==> config.mk <==
export PLATFORM = sky130hd
export DESIGN_NAME = map_ctrl
export DESIGN_NICKNAME = d
export VERILOG_FILES = /design/src/rtl/map_ctrl.sv
export SDC_FILE = /design/constraint.sdc
export NUM_CORES = 1
export LEC_CHECK = 0
export BUFFER_PORTS_ARGS = -buffer_cell sky130_fd_sc_hd__buf_2
export CORE_MARGIN = 2
export CORE_UTILIZATION = 56
export CTS_CLUSTER_DIAMETER = 200
export DETAILED_ROUTE_END_ITERATION = 8
export GPL_ROUTABILITY_DRIVEN = 1
export PLACE_DENSITY = 0.89
export SLEW_MARGIN = 10
export SYNTH_ARGS = -nofsm -noshare
export SYNTH_HDL_FRONTEND = slang
export SYNTH_SLANG_ARGS = --single-unit
==> constraint.sdc <==
create_clock -name clk -period 3.8 [get_ports clk]
set_input_delay 0.19 -clock clk [delete_from_list [all_inputs] [get_ports clk]]
set_output_delay 0.19 -clock clk [all_outputs]
set_load 0.02 [all_outputs]
==> src/rtl/map_ctrl.sv <==
// map_ctrl: queues MCU mapper writes, applies them on CPU M2 falls, switches mapper on the vector fetch.
// Optional build macro MAP_CTRL_IRQ_HIJACK_EN lets the menu switch also fire on the IRQ/BRK vector.
module map_ctrl #(
    parameter int ADDR_BITS    = 23,
    parameter int MAP_BITS     = 5,
    parameter int ARG_BITS     = 2,
    parameter int CMD_DEPTH    = 4,
    parameter int RESET_CYCLES = 255,
    localparam int REG_W       = MAP_BITS + 5 + ARG_BITS
) (
    input  logic                 clk,
    input  logic                 reset,
    input  logic                 m2,
    input  logic [15:0]          cpu_addr,
    input  logic                 cpu_rw,
    input  logic [REG_W-1:0]     wr_reg,
    input  logic [3:0]           wr_reg_addr,
    input  logic                 wr_reg_changed,
    input  logic                 launcher_status,
    input  logic [7:0]           joy1,
    output logic [MAP_BITS-1:0]  select,
    output logic [ADDR_BITS-1:0] prg_mask,
    output logic [ADDR_BITS-1:0] chr_mask,
    output logic [ARG_BITS-1:0]  map_args,
    output logic [3:0]           launcher_ctrl,
    output logic                 cpu_reset,
    output logic [31:0]          status_reg
);

    localparam int CMD_W = REG_W + 4;
    localparam int PTR_W = (CMD_DEPTH > 1) ? $clog2(CMD_DEPTH) : 1;
    localparam int LVL_W = PTR_W + 1;
    localparam int CNT_W = $clog2(RESET_CYCLES + 1);

    localparam logic [CNT_W-1:0] CNT_MAX  = CNT_W'(RESET_CYCLES);
    localparam logic [LVL_W-1:0] LVL_FULL = LVL_W'(CMD_DEPTH);

    localparam logic [1:0] ST_IDLE     = 2'd0;
    localparam logic [1:0] ST_ARM_APP  = 2'd1;
    localparam logic [1:0] ST_ARM_MENU = 2'd2;

    localparam logic [3:0] CMD_MAPPER   = 4'd0;
    localparam logic [3:0] CMD_LAUNCHER = 4'd1;
    localparam logic [3:0] CMD_CONTROL  = 4'd2;

    localparam logic [15:0] VEC_RESET  = 16'hFFFC;
    localparam logic [15:0] VEC_NMI_LO = 16'hFFFA;
    localparam logic [15:0] VEC_NMI_HI = 16'hFFFB;
`ifdef MAP_CTRL_IRQ_HIJACK_EN
    localparam logic [15:0] VEC_IRQ_LO = 16'hFFFE;
    localparam logic [15:0] VEC_IRQ_HI = 16'hFFFF;
`endif

    function automatic logic [ADDR_BITS-1:0] prg_mask_of(input logic [4:0] n);
        return ADDR_BITS'((64'd1 << n) - 64'd1);
    endfunction

    function automatic logic [ADDR_BITS-1:0] chr_mask_of(input logic [4:0] n);
        return (n == 5'd0) ? '0 : ADDR_BITS'(64'd1 << n);
    endfunction

    // Low vector byte: the menu switch commits select here.
    function automatic logic menu_commit_addr(input logic [15:0] a);
`ifdef MAP_CTRL_IRQ_HIJACK_EN
        return (a == VEC_NMI_LO) || (a == VEC_IRQ_LO);
`else
        return (a == VEC_NMI_LO);
`endif
    endfunction

    function automatic logic menu_done_addr(input logic [15:0] a);
`ifdef MAP_CTRL_IRQ_HIJACK_EN
        return (a == VEC_NMI_HI) || (a == VEC_IRQ_HI);
`else
        return (a == VEC_NMI_HI);
`endif
    endfunction

    logic [2:0]           m2_s_q, m2_s_d;
    logic [2:0]           wc_s_q, wc_s_d;
    logic [15:0]          addr_q, addr_d;
    logic                 rw_q, rw_d;
    logic [CMD_W-1:0]     fifo_q [CMD_DEPTH];
    logic [PTR_W-1:0]     wr_ptr_q, wr_ptr_d;
    logic [PTR_W-1:0]     rd_ptr_q, rd_ptr_d;
    logic [LVL_W-1:0]     level_q, level_d;
    logic                 ovf_q, ovf_d;
    logic [1:0]           state_q, state_d;
    logic [MAP_BITS-1:0]  select_reg_q, select_reg_d;
    logic [MAP_BITS-1:0]  pending_q, pending_d;
    logic [ADDR_BITS-1:0] prg_mask_q, prg_mask_d;
    logic [ADDR_BITS-1:0] chr_mask_q, chr_mask_d;
    logic [ARG_BITS-1:0]  args_q, args_d;
    logic                 load_menu_q, load_menu_d;
    logic                 load_app_q, load_app_d;
    logic                 halt_q, halt_d;
    logic                 buffer_num_q, buffer_num_d;
    logic [CNT_W-1:0]     cnt_q, cnt_d;
    logic                 cpu_reset_q, cpu_reset_d;
    logic [7:0]           joy_q, joy_d;
    logic                 lstat_q, lstat_d;

    logic                 m2_fall, wc_edge;
    logic                 fifo_full, push, pop, vec_commit;
    logic                 hijack;
    logic [CMD_W-1:0]     cmd;
    logic [3:0]           cmd_addr;
    logic [REG_W-1:0]     cmd_data;
    logic [MAP_BITS-1:0]  cmd_map;
    logic [4:0]           cmd_size;
    logic [ARG_BITS-1:0]  cmd_args;

    assign m2_fall   = m2_s_q[2] & ~m2_s_q[1];
    assign wc_edge   = wc_s_q[1] ^ wc_s_q[2];
    assign fifo_full = (level_q == LVL_FULL);
    assign push      = wc_edge && !fifo_full;

    assign cmd      = fifo_q[rd_ptr_q];
    assign cmd_addr = cmd[CMD_W-1:REG_W];
    assign cmd_data = cmd[REG_W-1:0];
    assign cmd_map  = cmd_data[MAP_BITS-1:0];
    assign cmd_size = cmd_data[MAP_BITS+4:MAP_BITS];
    assign cmd_args = cmd_data[REG_W-1:MAP_BITS+5];

    // Live-pin hijack so the vector fetch itself already sees the new mapper.
    assign hijack = cpu_rw && (((state_q == ST_ARM_APP) && (cpu_addr == VEC_RESET)) ||
                               ((state_q == ST_ARM_MENU) && menu_commit_addr(cpu_addr)));
    assign select = hijack ? pending_q : select_reg_q;

    always_comb begin
        m2_s_d       = {m2_s_q[1:0], m2};
        wc_s_d       = {wc_s_q[1:0], wr_reg_changed};
        addr_d       = addr_q;
        rw_d         = rw_q;
        wr_ptr_d     = wr_ptr_q;
        rd_ptr_d     = rd_ptr_q;
        level_d      = level_q;
        ovf_d        = ovf_q;
        state_d      = state_q;
        select_reg_d = select_reg_q;
        pending_d    = pending_q;
        prg_mask_d   = prg_mask_q;
        chr_mask_d   = chr_mask_q;
        args_d       = args_q;
        load_menu_d  = load_menu_q;
        load_app_d   = load_app_q;
        halt_d       = halt_q;
        buffer_num_d = buffer_num_q;
        joy_d        = joy_q;
        lstat_d      = lstat_q;
        vec_commit   = 1'b0;

        if (m2_s_q[1]) begin
            addr_d = cpu_addr;
            rw_d   = cpu_rw;
        end

        if (m2_fall) begin
            cnt_d   = '0;
            joy_d   = joy1;
            lstat_d = launcher_status;
        end else if (cnt_q != CNT_MAX) begin
            cnt_d = cnt_q + CNT_W'(1);
        end else begin
            cnt_d = cnt_q;
        end
        cpu_reset_d = (cnt_d == CNT_MAX);

        // Vector commits take the M2 fall; a queued command waits for the next one.
        if (m2_fall && rw_q) begin
            if ((state_q == ST_ARM_APP) && (addr_q == VEC_RESET)) begin
                select_reg_d = pending_q;
                load_app_d   = 1'b0;
                state_d      = ST_IDLE;
                vec_commit   = 1'b1;
            end else if ((state_q == ST_ARM_MENU) && menu_commit_addr(addr_q)) begin
                select_reg_d = pending_q;
                vec_commit   = 1'b1;
            end else if ((state_q == ST_ARM_MENU) && menu_done_addr(addr_q)) begin
                load_menu_d = 1'b0;
                halt_d      = 1'b0;
                state_d     = ST_IDLE;
                vec_commit  = 1'b1;
            end
        end

        pop = m2_fall && !vec_commit && (level_q != '0);

        if (pop) begin
            rd_ptr_d = rd_ptr_q + PTR_W'(1);
            case (cmd_addr)
                CMD_MAPPER: begin
                    pending_d  = cmd_map;
                    args_d     = cmd_args;
                    prg_mask_d = prg_mask_of(cmd_size);
                    chr_mask_d = chr_mask_of(cmd_size);
                    load_app_d = 1'b1;
                    state_d    = ST_ARM_APP;
                end
                CMD_LAUNCHER: begin
                    buffer_num_d = cmd_data[0];
                    halt_d       = halt_q | cmd_data[1];
                    if (cmd_data[2]) begin
                        load_menu_d = 1'b1;
                        pending_d   = '0;
                        state_d     = ST_ARM_MENU;
                    end
                end
                CMD_CONTROL: begin
                    if (cmd_data[0]) begin
                        state_d     = ST_IDLE;
                        load_app_d  = 1'b0;
                        load_menu_d = 1'b0;
                        pending_d   = select_reg_q;
                    end
                    if (cmd_data[1]) begin
                        ovf_d = 1'b0;
                    end
                end
                default: ;
            endcase
        end

        if (push) begin
            wr_ptr_d = wr_ptr_q + PTR_W'(1);
        end
        if (wc_edge && fifo_full) begin
            ovf_d = 1'b1;
        end
        level_d = level_q + LVL_W'(push) - LVL_W'(pop);

        // Console held in reset: routing parked on mapper 0; the first M2 fall releases it.
        if (cpu_reset_q && !m2_fall) begin
            select_reg_d = '0;
            pending_d    = '0;
            prg_mask_d   = '0;
            chr_mask_d   = '0;
            args_d       = '0;
            load_menu_d  = 1'b0;
            load_app_d   = 1'b0;
            halt_d       = 1'b0;
            buffer_num_d = 1'b0;
            state_d      = ST_IDLE;
        end
    end

    always_ff @(posedge clk) begin
        if (push) begin
            fifo_q[wr_ptr_q] <= {wr_reg_addr, wr_reg};
        end
    end

    always_ff @(posedge clk) begin
        if (reset) begin
            m2_s_q       <= '0;
            wc_s_q       <= '0;
            addr_q       <= '0;
            rw_q         <= 1'b0;
            wr_ptr_q     <= '0;
            rd_ptr_q     <= '0;
            level_q      <= '0;
            ovf_q        <= 1'b0;
            state_q      <= ST_IDLE;
            select_reg_q <= '0;
            pending_q    <= '0;
            prg_mask_q   <= '0;
            chr_mask_q   <= '0;
            args_q       <= '0;
            load_menu_q  <= 1'b0;
            load_app_q   <= 1'b0;
            halt_q       <= 1'b0;
            buffer_num_q <= 1'b0;
            cnt_q        <= '0;
            cpu_reset_q  <= 1'b0;
            joy_q        <= '0;
            lstat_q      <= 1'b0;
        end else begin
            m2_s_q       <= m2_s_d;
            wc_s_q       <= wc_s_d;
            addr_q       <= addr_d;
            rw_q         <= rw_d;
            wr_ptr_q     <= wr_ptr_d;
            rd_ptr_q     <= rd_ptr_d;
            level_q      <= level_d;
            ovf_q        <= ovf_d;
            state_q      <= state_d;
            select_reg_q <= select_reg_d;
            pending_q    <= pending_d;
            prg_mask_q   <= prg_mask_d;
            chr_mask_q   <= chr_mask_d;
            args_q       <= args_d;
            load_menu_q  <= load_menu_d;
            load_app_q   <= load_app_d;
            halt_q       <= halt_d;
            buffer_num_q <= buffer_num_d;
            cnt_q        <= cnt_d;
            cpu_reset_q  <= cpu_reset_d;
            joy_q        <= joy_d;
            lstat_q      <= lstat_d;
        end
    end

    assign prg_mask      = prg_mask_q;
    assign chr_mask      = chr_mask_q;
    assign map_args      = args_q;
    assign launcher_ctrl = {load_menu_q, load_app_q, halt_q, buffer_num_q};
    assign cpu_reset     = cpu_reset_q;
    assign status_reg    = {16'd0, 3'(level_q), state_q, ovf_q, cpu_reset_q, lstat_q, joy_q};

endmodule

---- Yosys cells after proc, flatten, opt, wreduce, memory -nomap -nowiden ----
Memory sizes are Yosys's and may differ from the RTL's. A register that Yosys moved wholly into a read port is not among the register bits.
Index checks and enable logic that the tools add are counted.
word-level totals
  register bits after elaboration ......... 113
  RAM bits ................................ 64
  input port bits ......................... 46
  output and inout port bits .............. 90
  word-level logic and storage cells ...... 126
  memories ................................ 1
operators by class
  $add $sub $neg .......................... 6
  eq/ne operators ......................... 14
  shift operators ......................... 1
  multiplexer cells ....................... 48
  bitwise operators ....................... 4
  reductions and logical operators ........ 30
memories
  name    words  width  read ports  clocked after memory_dff  write ports  line  text
  fifo_q  4      16     1           1                         1            83    logic [CMD_W-1:0] fifo_q [CMD_DEPTH];
operator list
  cell                                                 number
  equality test 16 bit, second input constant          5
  two-way mux 1 bit                                    27
  two-way mux 5 bit                                    5
  two-way mux 23 bit                                   1
  << shifter 1 x 5 -> 23 bit, first input constant     1
  subtractor 23 x 1 -> 23 bit, second input constant   1
  two-way mux 2 bit                                    9
  two-way mux 8 bit                                    2
  case mux 5 bit (3 select lines)                      1
  logical AND 1 bit                                    12
  adder 8 x 1 -> 8 bit, second input constant          1
  equality test 8 bit, second input constant           1
  inequality test 8 bit, second input constant         1
  nonzero test 2 bit                                   4
  case mux 2 bit (3 select lines)                      1
  AND reduction 2 bit                                  3
  nonzero test 3 bit                                   2
  zero test 5 bit                                      1
  adder 2 x 1 -> 2 bit, second input constant          2
  equality test 4 x 1 -> 1 bit, second input constant  1
  equality test 4 x 2 -> 1 bit, second input constant  1
  zero test 4 bit                                      1
  inequality test 2 bit, second input constant         2
  case mux 1 bit (2 select lines)                      2
  14 further kinds                                     16

---- Longest topological paths before layout ----
  depth in word-level cells ............... 11
  depth in mapped cells ................... 13
  mapped depth without buffers ............ 10

---- Least setup slack after synthesis ----
No wires, ideal clock.
  path kind ............................... reg2reg
  start ................................... reg (tool-made name)
  end ..................................... reg prg_mask_q[10] (netlist: prg_mask[10])
  library setup time ...................... 0.095 ns
  arrival time ............................ 2.660 ns
  data required time ...................... 3.705 ns
  setup slack ............................. 1.044 ns
  stages on the path, launching flop included .. 12
  clock period less this slack ............ 2.756 ns
  path through ............................ dfxtp_1 -> buf_6 -> mux4_2 -> clkbuf_1 -> nor2_1 -> nand3_1 -> ha_1 -> clkbuf_1 -> nor3_1 -> a32o_1 -> nand2_1 -> a221oi_1
RTL lines
  element                 line  text
  end signal: assignment  289   prg_mask_q <= prg_mask_d;
  end: declaration        91    logic [ADDR_BITS-1:0] prg_mask_q, prg_mask_d;

==> reports/results.tsv <==
stage	metric	value	unit
status	status	finished, final reports clean	
logic_synthesis	seq_area_frac_synth	0.547	
power	power.density	456	nW/um^2
sta	tightest_slew	1.00	ns
placed_design	routabilityCongestion	0.863	
finish	final_core_util	0.683	
logic_synthesis	synth_ff_type	dfxtp_1	
logic_synthesis	post_synth_xor_area_fraction	0.0125	
finish	nNetsFinal	876	
sta	drv_slew	0	
routing	vias	6072	
logic_synthesis	synth-edff-count	64	
min_path	min-delay-start	joy1[7]	
cts	post_cts_resized	0	
logic_synthesis	muxShareOfSynthArea	0.0861	
cts	ctsHoldBuffers	22	
routing	vias_per_cell	6.01	
job	drv_cap	0	
sta	rsz0062_at_grt	no	
power	finalPower	4.15	mW
global_routing	grt_pass1_vias	5738	
routing	drt-wirelength-per-cell	18.1	um
sta	setup_tns	0	ns
power	p_comb_frac	0.070	
sta	hold_viol_final	0	
logic_synthesis	synth_fa_ha_area_frac	0.0155	
global_routing	grt_max_degree	47	
die	initial_core_util	0.579	
power	internal-power	3.19	mW
logic_synthesis	syn_inst	710	
logic_synthesis	synth_top_family_by_area	simple AND/OR/NAND/NOR gates	
logic_synthesis	yosys.area_share.simple	0.140	
min_path	hold_path_class	input pin to flip-flop	
logic_synthesis	async_reset_ff_frac	0	
placed_design	placedCellCount	956	
power	p_sw_frac	0.233	
placed_design	io_buffer_count	119	
critical_path	r2r-end	prg_mask[12]$_SDFFE_PP0P_	
finish	area_growth	17.9	%
die	die_area	14800	sq um
logic_synthesis	ys.warnings.count	0	
die	die_h	121	um
power	netSwitchingPower	0.966	mW
min_path	hold_end	joy_q[7]$_SDFFE_PP0P_	
global_routing	antenna_found_initial	0	
sta	finalCritPeriodShare	0.873	
power	ir_worst_vdd	405	uV
global_routing	track_usage	0.255	
cts	cts_buffers	17	
placed_design	dpl_worst_slack	0.548	ns
sta	skew	0.00797	ns
global_routing	grt_pass1_wl	29100	um
cts	htree_levels	4	
logic_synthesis	synth_compound_area_frac	0.139	
critical_path	path_class	flip-flop to flip-flop	
logic_synthesis	ys_seq_elements	179	
power	p_leak	3.44	nW
cts	cts_root_buf	clkbuf_16	
sta	setup_ws	0.481	ns
critical_path	critPathRequiredTime	4.14	ns
routing	wirelength	18300	um
routing	drtIter0Drc	619	
logic_synthesis	synth_top_area_frac	0.298	
critical_path	worstPathMaxFanout	23	
min_path	worstHoldPathCells	3	
critical_path	worstRegToRegCells	8	
cts	clock-sinks	179	
cts	cts_tree	built	
routing	remaining_drc_errors	0	
die	rows	42	
logic_synthesis	syn_area_per_cell	10.9	sq um
finish	instances_no_fill	1010	
die	fp.dieW	121	um
routing	drtPass1Iterations	6	
sta	setup_viol	0	
power	p_seq_frac	0.491	
routing	ant_nets	0	
critical_path	endpoint_kind	flip-flop	
critical_path	rrSetupSlack	0.48	ns
cts	clk_latency	0.43	ns
logic_synthesis	synth_top_cell_by_area	dfxtp_1	
critical_path	cp_data_arrival_time	3.66	ns
cts	clockBufferDepth	2	
finish	layout-drive-gt1-share	0.235	
global_routing	grt_overflow_total	0	
logic_synthesis	syn_area	7730	sq um
critical_path	cp-start-kind	flip-flop	
logic_synthesis	synth_area_leaders	dfxtp_1 (30%), edfxtp_1 (25%), mux4_2 (4.4%)	
finish	insertedDiodeCount	0	
sta	clock.fmax	301	MHz
sta	min_period	3.32	ns
power	pwr-share-clk	0.438	
logic_synthesis	ys_types	70	
die	core_area	13300	sq um
cts	clkTransAtPathRegs	0.07	ns
cts	cts_setup_buffers	0	
die	io_pins	136	
sta	timing.slew.headroom	0.332	
placed_design	hpwl	11900	um
## synth_stat cells (5+ instances only)
cell,number
nand4_1,10
edfxtp_1,64
inv_1,14
xnor2_1,7
buf_4,25
mux4_2,15
mux2_2,6
nor2b_1,14
a21oi_1,66
dfxtp_1,115
o21ai_0,37
and2_1,6
nand2_1,33
nand3_1,20
buf_2,14
a211oi_1,16
and3_1,7
nor4bb_1,5
nand2b_1,5
nor3_1,14
a22oi_1,6
clkbuf_1,31
mux2i_1,26
nor2_1,57
ha_1,8
or4_1,16
## critical path: stages (launching register included)
cell,delay [ns]
dfxtp_1,0.58
mux4_2,0.77
nor3_1,0.46
nand2_1,0.11
ha_1,0.41
nor3_1,0.37
a22oi_1,0.12
a2bb2oi_1,0.16
a211oi_1,0.24
## power groups by stage
| stage | combinational [mW] | clock [mW] | sequential (mW) |
|---|---|---|---|
| after global routing | 0.319 | 1.90 | 2.04 |
| after detailed placement | 0.266 | 0 | 2.08 |
| after floorplan | 0.196 | 0 | 2.08 |
| final | 0.292 | 1.82 | 2.04 |
| after CTS | 0.286 | 1.82 | 2.04 |
| after global placement | 0.259 | 0 | 2.08 |
## final cells by class
cell class,instances,area (sq um)
fillers,952,4240
flip-flops and latches,179,4220
multi-input cells,457,3100
repair buffers,151,891
clock buffers,18,439
well taps,176,220
clock inverters,14,176
inverters,15,57.6
## worst max-delay path by stage
| stage | from | end | slack (ns) | cells past startpoint |
|---|---|---|---|---|
| 2_1_floorplan | flip-flop | prg_mask[10]$_SDFFE_PP0P_ | 1.04 | 11 |
| 3_3_place_gp | flip-flop | prg_mask[10]$_SDFFE_PP0P_ | 0.71 | 8 |
| 3_5_place_dp | flip-flop | prg_mask[10]$_SDFFE_PP0P_ | 0.55 | 8 |
| 4_1_cts | flip-flop | prg_mask[10]$_SDFFE_PP0P_ | 0.50 | 8 |
| 5_1_grt | flip-flop | prg_mask[12]$_SDFFE_PP0P_ | 0.13 | 8 |
| 6_report | flip-flop | prg_mask[12]$_SDFFE_PP0P_ | 0.48 | 8 |
## through the flow
stage	instance area, sq um	hold slack [ns]
finish	9110	0.00715
global route	9110	0.00723
CTS	9110	0.000190
detailed placement	8280	0.410
global placement	8280	0.405
floorplan	7780	0.289
## cells by family (layout without fill, tap and decap cells)
logic type / Yosys count / after routing
XOR/XNOR: 11 / 11
AO/OA/AOI/OAI: 169 / 169
other: 1 / 16
adder cells (fa/ha/maj): 9 / 9
multiplexers: 47 / 47
flip-flops: 179 / 179
buffers and inverters: 89 / 198
AND/OR/NAND/NOR: 205 / 205
## state kept, by name, indices dropped and copies added (netlist names), 5 cells and up, named ones only
signal	cells
prg_mask	23
joy_q	8
chr_mask	23
cnt_q	8
select_reg_q	5
addr_q	16
fifo_q	64
pending_q	5
## cell usage in the layout, fill, tap and decap left out, types with 17 or more instances in the layout
cell type,count
buf_2,119
o21ai_0,37
nand2_1,33
nand3_1,20
edfxtp_1,64
clkbuf_16,17
dlygate4sd3_1,22
dfxtp_1,115
nor2_1,57
mux2i_1,26
a21oi_1,66
## layer usage
layer	share of wire	routed length [um]	global-route usage	vias to the layer above
li1	-	-	-	2804
met1	0.42	7670	0.343	2946
met2	0.49	8920	0.403	279
met3	0.070	1280	0.0587	43
met4	0.023	425	0.101	0
met5	0	0	0	-
Note: power is estimated with default switching activity, not from simulation.
